===== src/rtl/nfc_pkg.sv =====
// Shared types and constants for the NAND host-side command sequencer.
package nfc_pkg;

  typedef enum logic [1:0] {
    OP_READ  = 2'b00,
    OP_PROG  = 2'b01,
    OP_ERASE = 2'b10,
    OP_RESET = 2'b11
  } op_e;

  localparam logic [2:0] CMD_READ  = 3'b001;
  localparam logic [2:0] CMD_PROG  = 3'b010;
  localparam logic [2:0] CMD_ERASE = 3'b011;
  localparam logic [2:0] CMD_RST   = 3'b100;

  typedef enum logic [2:0] {
    IDLE,
    FILL,
    START,
    WAIT,
    DRAIN,
    RESP
  } state_e;

  // Bit positions inside rsp_status = {timeout, RErr, EErr, Perr}
  localparam int unsigned ST_PERR = 0;
  localparam int unsigned ST_EERR = 1;
  localparam int unsigned ST_RERR = 2;
  localparam int unsigned ST_TMO  = 3;

  function automatic logic [2:0] cmd_of(input op_e op);
    case (op)
      OP_READ:  return CMD_READ;
      OP_PROG:  return CMD_PROG;
      OP_ERASE: return CMD_ERASE;
      default:  return CMD_RST;
    endcase
  endfunction

endpackage


===== src/rtl/nfc_host_seq_if.sv =====
// Host-facing request / write-stream / read-stream / response bundle.
interface nfc_host_seq_if;
  logic        req_valid;
  logic        req_ready;
  logic [1:0]  req_op;
  logic [15:0] req_addr;
  logic [7:0]  wr_data;
  logic        wr_valid;
  logic        wr_ready;
  logic [7:0]  rd_data;
  logic        rd_valid;
  logic        rd_ready;
  logic        rsp_valid;
  logic [3:0]  rsp_status;

  modport master (
    output req_valid, req_op, req_addr, wr_data, wr_valid, rd_ready,
    input  req_ready, wr_ready, rd_data, rd_valid, rsp_valid, rsp_status
  );

  modport slave (
    input  req_valid, req_op, req_addr, wr_data, wr_valid, rd_ready,
    output req_ready, wr_ready, rd_data, rd_valid, rsp_valid, rsp_status
  );
endinterface


===== src/rtl/nfc_wdog.sv =====
// Completion watchdog: cleared on command start, counts while enabled.
// TIMEOUT_CYC must be at least 2.
module nfc_wdog #(
  parameter int unsigned TIMEOUT_CYC = 1000000
) (
  input  logic clk,
  input  logic reset,
  input  logic clr,
  input  logic en,
  output logic expire
);
  localparam int unsigned   W       = (TIMEOUT_CYC > 2) ? $clog2(TIMEOUT_CYC) : 1;
  localparam logic [W-1:0]  CNT_MAX = W'(TIMEOUT_CYC - 1);
  localparam logic [W-1:0]  CNT_PRE = W'(TIMEOUT_CYC - 2);

  logic [W-1:0] cnt;

  // Saturating cycle counter; holds at TIMEOUT_CYC-1 rather than wrapping
  always_ff @(posedge clk) begin
    if (reset || clr)
      cnt <= '0;
    else if (en && cnt != CNT_MAX)
      cnt <= cnt + W'(1);
  end

  // Flags the enabled cycle whose increment makes the count reach TIMEOUT_CYC-1,
  // so the response lands exactly TIMEOUT_CYC cycles after the start pulse
  assign expire = en && (cnt == CNT_PRE);
endmodule


===== src/rtl/nfc_host_seq.sv =====
// Host-side command sequencer in front of the NAND flash controller:
// fills the page buffer for program, starts the controller, waits for done
// (with watchdog), drains the buffer for read, and returns a status word.
module nfc_host_seq
  import nfc_pkg::*;
#(
  parameter int unsigned PAGE_BYTES  = 2048,
  parameter int unsigned TIMEOUT_CYC = 1000000
) (
  input  logic         clk,
  input  logic         reset,
  nfc_host_seq_if.slave host,
  output logic         BF_Sel,
  output logic [10:0]  BF_ad,
  output logic [7:0]   BF_din,
  output logic         BF_we,
  input  logic [7:0]   BF_dou,
  output logic [15:0]  RWA,
  output logic [2:0]   nfc_cmd,
  output logic         nfc_strt,
  input  logic         nfc_done,
  input  logic         Perr,
  input  logic         EErr,
  input  logic         RErr
);
  localparam logic [10:0] LAST = 11'(PAGE_BYTES - 1);

  state_e      state, state_nx;
  op_e         op_q;
  logic [15:0] addr_q;
  logic [10:0] cnt;
  logic        pend;
  logic        rd_valid_q;
  logic [7:0]  rd_data_q;
  logic [3:0]  status_q;
  logic [3:0]  done_status;
  logic        expire;

  nfc_wdog #(.TIMEOUT_CYC(TIMEOUT_CYC)) u_wdog (
    .clk    (clk),
    .reset  (reset),
    .clr    (state == START),
    .en     (state == WAIT),
    .expire (expire)
  );

  // Controller error flags placed into the status word layout
  always_comb begin
    done_status          = '0;
    done_status[ST_PERR] = Perr;
    done_status[ST_EERR] = EErr;
    done_status[ST_RERR] = RErr;
  end

  // State register
  always_ff @(posedge clk) begin
    if (reset) state <= IDLE;
    else       state <= state_nx;
  end

  // Next state and outputs; everything but req_ready is forced low during reset
  always_comb begin
    state_nx        = state;
    host.wr_ready   = 1'b0;
    host.rsp_valid  = 1'b0;
    host.rsp_status = '0;
    BF_Sel          = 1'b0;
    BF_ad           = '0;
    BF_din          = '0;
    BF_we           = 1'b0;
    RWA             = '0;
    nfc_cmd         = '0;
    nfc_strt        = 1'b0;
    host.req_ready  = (state == IDLE);
    if (!reset) begin
      case (state)
        IDLE: if (host.req_valid)
                state_nx = (op_e'(host.req_op) == OP_PROG) ? FILL : START;
        FILL: begin
          BF_Sel        = 1'b1;
          host.wr_ready = 1'b1;
          BF_ad         = cnt;
          if (host.wr_valid) begin
            BF_we  = 1'b1;
            BF_din = host.wr_data;
            if (cnt == LAST) state_nx = START;
          end
        end
        START: begin
          nfc_strt = 1'b1;
          nfc_cmd  = cmd_of(op_q);
          RWA      = addr_q;
          state_nx = WAIT;
        end
        WAIT: begin
          nfc_cmd = cmd_of(op_q);
          RWA     = addr_q;
          if (nfc_done)    state_nx = (op_q == OP_READ) ? DRAIN : RESP;
          else if (expire) state_nx = RESP;
        end
        DRAIN: begin
          nfc_cmd = cmd_of(op_q);
          RWA     = addr_q;
          BF_Sel  = 1'b1;
          // While a byte is on offer, pre-address the next one so its data
          // arrives the cycle after the host takes the current byte
          BF_ad   = rd_valid_q ? cnt + 11'd1 : cnt;
          if (rd_valid_q && host.rd_ready && cnt == LAST) state_nx = RESP;
        end
        RESP: begin
          nfc_cmd         = cmd_of(op_q);
          RWA             = addr_q;
          host.rsp_valid  = 1'b1;
          host.rsp_status = status_q;
          state_nx        = IDLE;
        end
        default: state_nx = IDLE;
      endcase
    end
  end

  // Request latch, byte counter, status capture and read-stream registers
  always_ff @(posedge clk) begin
    if (reset) begin
      op_q       <= OP_READ;
      addr_q     <= '0;
      cnt        <= '0;
      pend       <= 1'b0;
      rd_valid_q <= 1'b0;
      rd_data_q  <= '0;
      status_q   <= '0;
    end else begin
      case (state)
        IDLE: if (host.req_valid) begin
          op_q     <= op_e'(host.req_op);
          addr_q   <= host.req_addr;
          cnt      <= '0;
          status_q <= '0;
        end
        FILL: if (host.wr_valid && cnt != LAST) cnt <= cnt + 11'd1;
        WAIT: begin
          if (nfc_done) begin
            status_q   <= done_status;
            cnt        <= '0;
            pend       <= 1'b0;
            rd_valid_q <= 1'b0;
          end else if (expire) begin
            status_q         <= '0;
            status_q[ST_TMO] <= 1'b1;
          end
        end
        DRAIN: begin
          if (pend) begin
            rd_data_q  <= BF_dou;
            rd_valid_q <= 1'b1;
            pend       <= 1'b0;
          end else if (!rd_valid_q) begin
            pend <= 1'b1;
          end else if (host.rd_ready) begin
            rd_valid_q <= 1'b0;
            if (cnt != LAST) begin
              cnt  <= cnt + 11'd1;
              pend <= 1'b1;
            end
          end
        end
        default: ;
      endcase
    end
  end

  assign host.rd_valid = rd_valid_q & ~reset;
  assign host.rd_data  = reset ? '0 : rd_data_q;
endmodule


===== src/flat_wrapper.sv =====
// flat-port wrapper written by rule: the top's interface ports become plain ports
module nfc_host_seq_flat import nfc_pkg::*;
#(
  parameter int unsigned PAGE_BYTES  = 2048,
  parameter int unsigned TIMEOUT_CYC = 1000000
)
  (clk, reset, BF_Sel, BF_ad, BF_din, BF_we, BF_dou, RWA, nfc_cmd, nfc_strt, nfc_done, Perr, EErr, RErr, host_req_valid, host_req_op, host_req_addr, host_wr_data, host_wr_valid, host_rd_ready, host_req_ready, host_wr_ready, host_rd_data, host_rd_valid, host_rsp_valid, host_rsp_status);
  nfc_host_seq_if host_i ();
  input  logic clk;
  input  logic reset;
  output logic BF_Sel;
  output logic [10:0] BF_ad;
  output logic [7:0] BF_din;
  output logic BF_we;
  input  logic [7:0] BF_dou;
  output logic [15:0] RWA;
  output logic [2:0] nfc_cmd;
  output logic nfc_strt;
  input  logic nfc_done;
  input  logic Perr;
  input  logic EErr;
  input  logic RErr;
  input wire logic [$bits(host_i.req_valid)-1:0] host_req_valid;
  input wire logic [$bits(host_i.req_op)-1:0] host_req_op;
  input wire logic [$bits(host_i.req_addr)-1:0] host_req_addr;
  input wire logic [$bits(host_i.wr_data)-1:0] host_wr_data;
  input wire logic [$bits(host_i.wr_valid)-1:0] host_wr_valid;
  input wire logic [$bits(host_i.rd_ready)-1:0] host_rd_ready;
  output wire logic [$bits(host_i.req_ready)-1:0] host_req_ready;
  output wire logic [$bits(host_i.wr_ready)-1:0] host_wr_ready;
  output wire logic [$bits(host_i.rd_data)-1:0] host_rd_data;
  output wire logic [$bits(host_i.rd_valid)-1:0] host_rd_valid;
  output wire logic [$bits(host_i.rsp_valid)-1:0] host_rsp_valid;
  output wire logic [$bits(host_i.rsp_status)-1:0] host_rsp_status;
  assign host_i.req_valid = host_req_valid;
  assign host_i.req_op = host_req_op;
  assign host_i.req_addr = host_req_addr;
  assign host_i.wr_data = host_wr_data;
  assign host_i.wr_valid = host_wr_valid;
  assign host_i.rd_ready = host_rd_ready;
  assign host_req_ready = host_i.req_ready;
  assign host_wr_ready = host_i.wr_ready;
  assign host_rd_data = host_i.rd_data;
  assign host_rd_valid = host_i.rd_valid;
  assign host_rsp_valid = host_i.rsp_valid;
  assign host_rsp_status = host_i.rsp_status;
  nfc_host_seq #(.PAGE_BYTES(PAGE_BYTES), .TIMEOUT_CYC(TIMEOUT_CYC)) u_core (.clk(clk), .reset(reset), .host(host_i), .BF_Sel(BF_Sel), .BF_ad(BF_ad), .BF_din(BF_din), .BF_we(BF_we), .BF_dou(BF_dou), .RWA(RWA), .nfc_cmd(nfc_cmd), .nfc_strt(nfc_strt), .nfc_done(nfc_done), .Perr(Perr), .EErr(EErr), .RErr(RErr));
endmodule

===== config.mk =====
export PLATFORM = sky130hd
export DESIGN_NAME = nfc_host_seq_flat
export DESIGN_NICKNAME = d
export VERILOG_FILES = /design/src/rtl/nfc_pkg.sv /design/src/rtl/nfc_host_seq_if.sv /design/src/rtl/nfc_wdog.sv /design/src/rtl/nfc_host_seq.sv /design/src/flat_wrapper.sv
export SDC_FILE = /design/constraint.sdc
export NUM_CORES = 1
export LEC_CHECK = 0
export CAP_MARGIN = 20
export CORE_MARGIN = 2
export CORE_UTILIZATION = 45
export DETAILED_ROUTE_END_ITERATION = 10
export PLACE_DENSITY = 0.76
export REMOVE_ABC_BUFFERS = 1
export SYNTH_ARGS = -nofsm -noshare
export SYNTH_HDL_FRONTEND = slang
export SYNTH_SLANG_ARGS = --single-unit
export TNS_END_PERCENT = 20

===== constraint.sdc =====
create_clock -name clk -period 3.5 [get_ports clk]
set_input_delay 1.05 -clock clk [delete_from_list [all_inputs] [get_ports clk]]
set_output_delay 1.05 -clock clk [all_outputs]
set_load 0.005 [all_outputs]

==> results of run 1 <==
==> synthesized netlist by cell type, drive strengths merged, types with 6 or more instances <==
library cell | count | area share (%)
nand2 | 83 | 8.7
nor2 | 41 | 4.2
clkbuf | 20 | 2.0
nor2b | 9 | 1.5
dfxtp | 66 | 36
nand2b | 6 | 1.0
or3 | 10 | 1.7
buf | 10 | 1.5
ha | 6 | 2.0
nand4 | 7 | 1.2
o21ai | 26 | 3.5
inv | 10 | 1.0
or4 | 6 | 1.2
a21oi | 64 | 8.7
nor3 | 9 | 1.4
nand3 | 16 | 2.3
and2 | 31 | 5.3
and3 | 17 | 2.9
xor2 | 12 | 2.9
==> final cells by class <==
cell class              instances  area share [%]
clock inverters                 7           1.514
inverters                      10          0.7444
repair buffers                116           22.38
flip-flops and latches         66           26.67
multi-input cells             390           43.70
well taps                     102           2.531
clock buffers                   9           2.457
==> final timing paths <==
check / from / to / slack, ns / depth (start not counted)
hold reg to reg: u_core.addr_q[11]$_SDFFE_PP0P_ / u_core.addr_q[11]$_SDFFE_PP0P_ / 0.45 / 2
setup reg to reg: u_core.cnt[1]$_SDFFE_PP0P_ / u_core.state[0]$_SDFFE_PP0P_ / 1.12 / 6
hold / removal: u_core.addr_q[11]$_SDFFE_PP0P_ / u_core.addr_q[11]$_SDFFE_PP0P_ / 0.45 / 2
setup / recovery: reset / host_rsp_status[0] / 0.07 / 7
==> cells by family (layout without fill, tap and decap cells) <==
group	Yosys count	count (layout)
mux	1	1
fa+ha+maj	6	6
simple gates	250	250
buf+inv	40	142
flops	66	66
xor+xnor	15	15
compound gates	118	118
==> registers in the layout, summed over array words and instances (netlist names) <==
name and count:
u_core.status_q 4, u_core.cnt 11, u_core.u_wdog.cnt 20, u_core.state 3, u_core.addr_q 16, u_core.op_q 2, u_core.rd_data_q 8, u_core.pend 1
u_core.rd_valid_q 1
==> per-layer routing <==
layer	wire length (um)	vias up	global-route usage, %
met5	0	-	0
met3	722	10	4.389
met1	4281	1801	29.58
met2	4617	146	35.77
met4	109	0	7.850
li1	-	1916	-
==> power breakdown <==
| part | leakage (nW) | switching, mW | total [mW] | internal, mW |
|---|---|---|---|---|
| clock network | 0.0962 | 0.317 | 0.651 | 0.333 |
| logic | 1.17 | 0.447 | 0.757 | 0.309 |
| registers | 0.540 | 0.0387 | 0.845 | 0.806 |
| total | 1.81 | 0.803 | 2.25 | 1.45 |
==> timing repair <==
item,4_1_cts,5_1_grt
setup endpoints to repair,3,8
gates resized for setup,10,8
gates cloned,0,0
endpoints found under the hold margin,0,0
setup buffers,0,1
==> metrics by stage <==
step	utilization (%)	hold WS, ns
floorplan	-	0.4257
global placement	61.35	0.4370
detailed placement	61.35	0.4434
CTS	64.12	0.4545
global route	64.58	0.4689
finish	64.58	0.4517
==> worst max-delay path: cells and delay by family <==
kind | cells | cell delay [ns]
buffers and inverters | 4 | 0.91
and+or+nand+nor | 3 | 0.41
==> impl_metrics.csv, run 1 <==
group,metric,value,unit
outcome,outcome,"completed",
flow_run,max_capacitance_violation_total,0,
setup_path,critical_path_s_slowest_cell,"sky130_fd_sc_hd__clkdlybuf4s50_1",
layout,most-common-layout-cells,"sky130_fd_sc_hd__clkdlybuf4s50_1, sky130_fd_sc_hd__nand2_1, sky130_fd_sc_hd__a21oi_1",
synth,syn_inst,496,
layout,layout.cells.most_common,"sky130_fd_sc_hd__clkdlybuf4s50_1",
pwr,total_leakage_power,1.809,nW
timing,max_slew.worst_pin.slew,0.9778,ns
setup_path,critical-path-max-stage-delay,0.50,ns
layout,post_route_cells_drive_above_1_share,9.030,%
synth,synthesis.area,3672,um^2
floorplanning,initial_utilization,47.04,%
layout,post_route_design_area,5042,um^2
setup_path,cp_cell_sequence,"buf_2, inv_1, nand2_1, nor3b_2, buf_4, and2_1, clkdlybuf4s50_1",
pwr,total_power,2.252,mW
setup_path,crit_arrival,2.38,ns
global_routing,grt_max_degree,39,
placed_design,placedInstanceArea,4790,um^2
floorplanning,floorplan.io_pins,100,
placed_design,dpl.cell_count,683,
synth,synthXorXnorAreaFrac,3.578,%
synth,seq_area_frac_synth,35.98,%
synth,synth_seq_cells,66,
synth,postSynthAreaPerCell,7.404,um^2
layout,seq_area,1345,um^2
timing,clock.fmax,0.2916,GHz
detailed_routing,ant_nets,0,
synth,muxShareOfSynthArea,0.2726,%
placed_design,place_worst_setup_slack,0.07767,ns
min_path,timing.hold.worst.class,"reg -> reg",
timing,finalHoldViolations,0,
placed_design,place.detailed.hpwl,6923,um
synth,basic_gate_share_of_the_synthesized_area_counting_and_or_nand_and_nor_cells,34.99,%
floorplanning,die_area,8899,um^2
timing,finalClockSkew,0.006913,ns
timing,rsz0062_at_grt,"true",
setup_path,worst-setup-path-type,"in -> out",
clock_tree,tritoncts,"yes",
layout,fillCellCount,714,
clock_tree,cts_htree_levels,3,
global_routing,via_count_of_the_first_global_routing_pass,3504,
pwr,pwr_density_cell,446.6,nW/um^2
timing,setup_viol,0,
global_routing,grt_use_total,22.16,%
detailed_routing,drcViolationCount,0,
timing,slew_headroom,34.38,%
synth,yosys.cell_types.count,54,
global_routing,grt_first_pass_wirelength,15950,um
synth,synthAdderAreaFrac,2.044,%
timing,finalCritPeriodShare,97.99,%
clock_tree,cts_inserted_buffers,9,
synth,synth.yosys.warnings,0,
detailed_routing,routed_via_density,5.533,
floorplanning,core_rows,32,
global_routing,overflow,0,
floorplanning,fp.dieW,94.34,um
global_routing,antenna_found_initial,0,
layout,multi_input_area,2203,um^2
setup_path,critPathCaptureType,"output port",
layout,design.final.nets,642,
timing,finalCriticalPeriod,3.430,ns
placed_design,gp_routability_congestion,0.9337,
synth,synth_top_family_by_area,"simple AND/OR/NAND/NOR gates",
placed_design,port_buffers,99,
synth,postSynth.topFlopCell,"sky130_fd_sc_hd__dfxtp_1",
setup_path,worst-path-max-fanout,7,
floorplanning,die_h,94.34,um
clock_tree,cts_root_buf,"sky130_fd_sc_hd__clkbuf_8",
timing,final_max_slew_viol_count,0,
clock_tree,clk-insertion-delay-late,0.34,ns
layout,antenna-diode-count,0,
timing,finalWorstSetupSlack,0.07026,ns
pwr,max-vdd-ir-drop,0.2405,mV
clock_tree,hold_buffers,0,
layout,area_delta_synth_final,37.31,%
synth,synth-compound-area-share,18.60,%
detailed_routing,first_iter_violations,167,
synth,async_set_reset_flop_share_out_of_synthesis,0,%
synth,synth_edf_count,0,
detailed_routing,firstDrtPassIters,5,
detailed_routing,drt-wirelength-per-cell,13.90,um
clock_tree,clock_tree.buffer_depth,2,
detailed_routing,routed-via-count,3873,
timing,timing.setup.tns,0,ns
floorplanning,core_region_area,7807,um^2
layout,instances_no_fill,700,
setup_path,worst_ep_required_time,2.45,ns
detailed_routing,routed_wl,9731,um
clock_tree,cts.sinks,66,
setup_path,timing.critical_path.from_type,"input pin",
clock_tree,clk_pin_slew_worst_paths,0.07,ns
No activity file was read; power rests on OpenSTA's default activity.
==> run 2: changes to the inputs <==
- MAX_ROUTING_LAYER: default -> met4
==> run 2 against run 1 <==
Effect of this change:
- global-route usage is 1.5 points higher
- first-iteration DRC count is 4.8% higher
- clock-buffer cell count up 2
- combinational power rose by 3.0%
- die area stayed put
- hold slack improved by 0.00090 ns
- critical endpoint is now host_rsp_status[1]
==> impl_metrics.csv, run 2 (same netlist as run 1, synthesis figures left out) <==
group,metric,value,unit
pwr,max-vdd-ir-drop,0.2602,mV
setup_path,critical-path-max-stage-delay,0.50,ns
layout,post_route_design_area,5069,um^2
detailed_routing,drcViolationCount,0,
detailed_routing,ant_nets,0,
placed_design,place_worst_setup_slack,0.05225,ns
layout,layout.cells.most_common,"sky130_fd_sc_hd__clkdlybuf4s50_1",
timing,setup_viol,0,
floorplanning,die_h,94.34,um
layout,most-common-layout-cells,"sky130_fd_sc_hd__clkdlybuf4s50_1, sky130_fd_sc_hd__nand2_1, sky130_fd_sc_hd__a21oi_1",
detailed_routing,firstDrtPassIters,5,
global_routing,grt_use_total,23.68,%
global_routing,overflow,0,
layout,area_delta_synth_final,38.02,%
placed_design,gp_routability_congestion,0.9579,
pwr,total_leakage_power,1.819,nW
timing,rsz0062_at_grt,"true",
clock_tree,tritoncts,"yes",
timing,finalHoldViolations,0,
clock_tree,cts_inserted_buffers,9,
timing,slew_headroom,54.36,%
clock_tree,clk-insertion-delay-late,0.36,ns
detailed_routing,routed_via_density,5.494,
floorplanning,floorplan.io_pins,100,
placed_design,port_buffers,99,
setup_path,critical_path_s_slowest_cell,"sky130_fd_sc_hd__clkdlybuf4s50_1",
floorplanning,fp.dieW,94.34,um
setup_path,timing.critical_path.from_type,"input pin",
timing,final_max_slew_viol_count,0,
clock_tree,clock_tree.buffer_depth,2,
layout,fillCellCount,694,
layout,design.final.nets,643,
layout,reg_top3,"u_core.u_wdog.cnt x20, u_core.addr_q x16, u_core.cnt x11",
clock_tree,cts.sinks,66,
setup_path,cp_cell_sequence,"buf_2, inv_1, nand2_1, nor3b_2, buf_4, and2_1, clkdlybuf4s50_1",
timing,finalWorstSetupSlack,0.06030,ns
detailed_routing,routed-via-count,3851,
flow_run,max_capacitance_violation_total,0,
timing,max_slew.worst_pin.slew,0.6830,ns
pwr,pwr_density_cell,455.1,nW/um^2
min_path,timing.hold.worst.class,"reg -> reg",
layout,antenna-diode-count,0,
pwr,total_power,2.307,mW
detailed_routing,routed_wl,9975,um
setup_path,critPathCaptureType,"output port",
floorplanning,core_region_area,7807,um^2
placed_design,placedInstanceArea,4797,um^2
setup_path,worst-setup-path-type,"in -> out",
detailed_routing,drt-wirelength-per-cell,14.23,um
layout,largest_register_ff_count,20,
clock_tree,clk_pin_slew_worst_paths,0.07,ns
timing,finalClockSkew,0.006182,ns
layout,max_flop_register,"u_core.u_wdog.cnt",
floorplanning,die_area,8899,um^2
floorplanning,core_rows,32,
placed_design,place.detailed.hpwl,7002,um
clock_tree,cts_root_buf,"sky130_fd_sc_hd__clkbuf_8",
outcome,outcome,"completed",
global_routing,grt_max_degree,39,
detailed_routing,first_iter_violations,175,
setup_path,crit_arrival,2.39,ns
global_routing,antenna_found_initial,0,
setup_path,worst_ep_required_time,2.45,ns
floorplanning,initial_utilization,47.04,%
global_routing,grt_first_pass_wirelength,16420,um
global_routing,via_count_of_the_first_global_routing_pass,3526,
timing,clock.fmax,0.2907,GHz
clock_tree,cts_htree_levels,3,
layout,post_route_cells_drive_above_1_share,9.349,%
timing,finalCriticalPeriod,3.440,ns
setup_path,worst-path-max-fanout,7,
timing,finalCritPeriodShare,98.28,%
run 2: changes by cell type in the layout (fill, tap and decap cells not counted), sizes merged:
cell	delta
inv	-2
clkbuf	+2
buf	+1
run 2: per-stage QoR:
step	std cells	hold WS [ns]	setup TNS [ns]	utilization, %
2_1_floorplan	466	0.4257	0	-
3_3_place_gp	684	0.4370	0	61.44
3_5_place_dp	684	0.4429	0	61.44
4_1_cts	700	0.4531	0	64.39
5_1_grt	701	0.4709	-0.05127	64.92
6_report	701	0.4526	0	64.92
run 2: where the power goes:
group          leakage, nW  switching [mW]  internal, mW  total [mW]
Combinational         1.18           0.456         0.324       0.780
Sequential           0.540          0.0385         0.806       0.845
Clock                0.102           0.312         0.370       0.682
Total                 1.82           0.806          1.50        2.31
run 2: final timing paths:
check	end	from	depth (start not counted)	slack [ns]
worst max-delay path	host_rsp_status[1]	reset	7	0.06
worst min-delay path	u_core.addr_q[0]$_SDFFE_PP0P_	u_core.addr_q[0]$_SDFFE_PP0P_	2	0.45
worst max register to register	u_core.state[0]$_SDFFE_PP0P_	u_core.cnt[0]$_SDFFE_PP0P_	6	1.14
worst min register to register	u_core.addr_q[0]$_SDFFE_PP0P_	u_core.addr_q[0]$_SDFFE_PP0P_	2	0.45
run 2: timing repair:
item / in CTS / in global routing
gates resized for setup: 10 / 9
cloned: 0 / 0
pin swaps: 0 / 0
buffers inserted: 0 / 1
endpoints found under the setup margin: 3 / 7
hold buffers: 0 / 0
run 2: critical path: cells and delay by family:
kind | cells | cell delay [ns]
and+or+nand+nor | 3 | 0.42
buffers and inverters | 4 | 0.91
run 2: area by class of cell:
class / instances / area [um^2] / area share, %
Multi-Input combinational cell: 390 / 2208 / 43.57
Inverter: 10 / 37.54 / 0.7406
Timing Repair Buffer: 117 / 1136 / 22.41
Tap cell: 102 / 127.6 / 2.518
Clock inverter: 5 / 62.56 / 1.234
Sequential cell: 66 / 1345 / 26.54
Clock buffer: 11 / 151.4 / 2.987
run 2: metal layers:
metal,share of wire [%],global-route usage (%),vias up
li1,-,-,1919
met1,45,29.94,1773
met2,47,37.26,141
met3,5.9,4.070,18
met4,1.7,10.51,0
met5,0,-,-
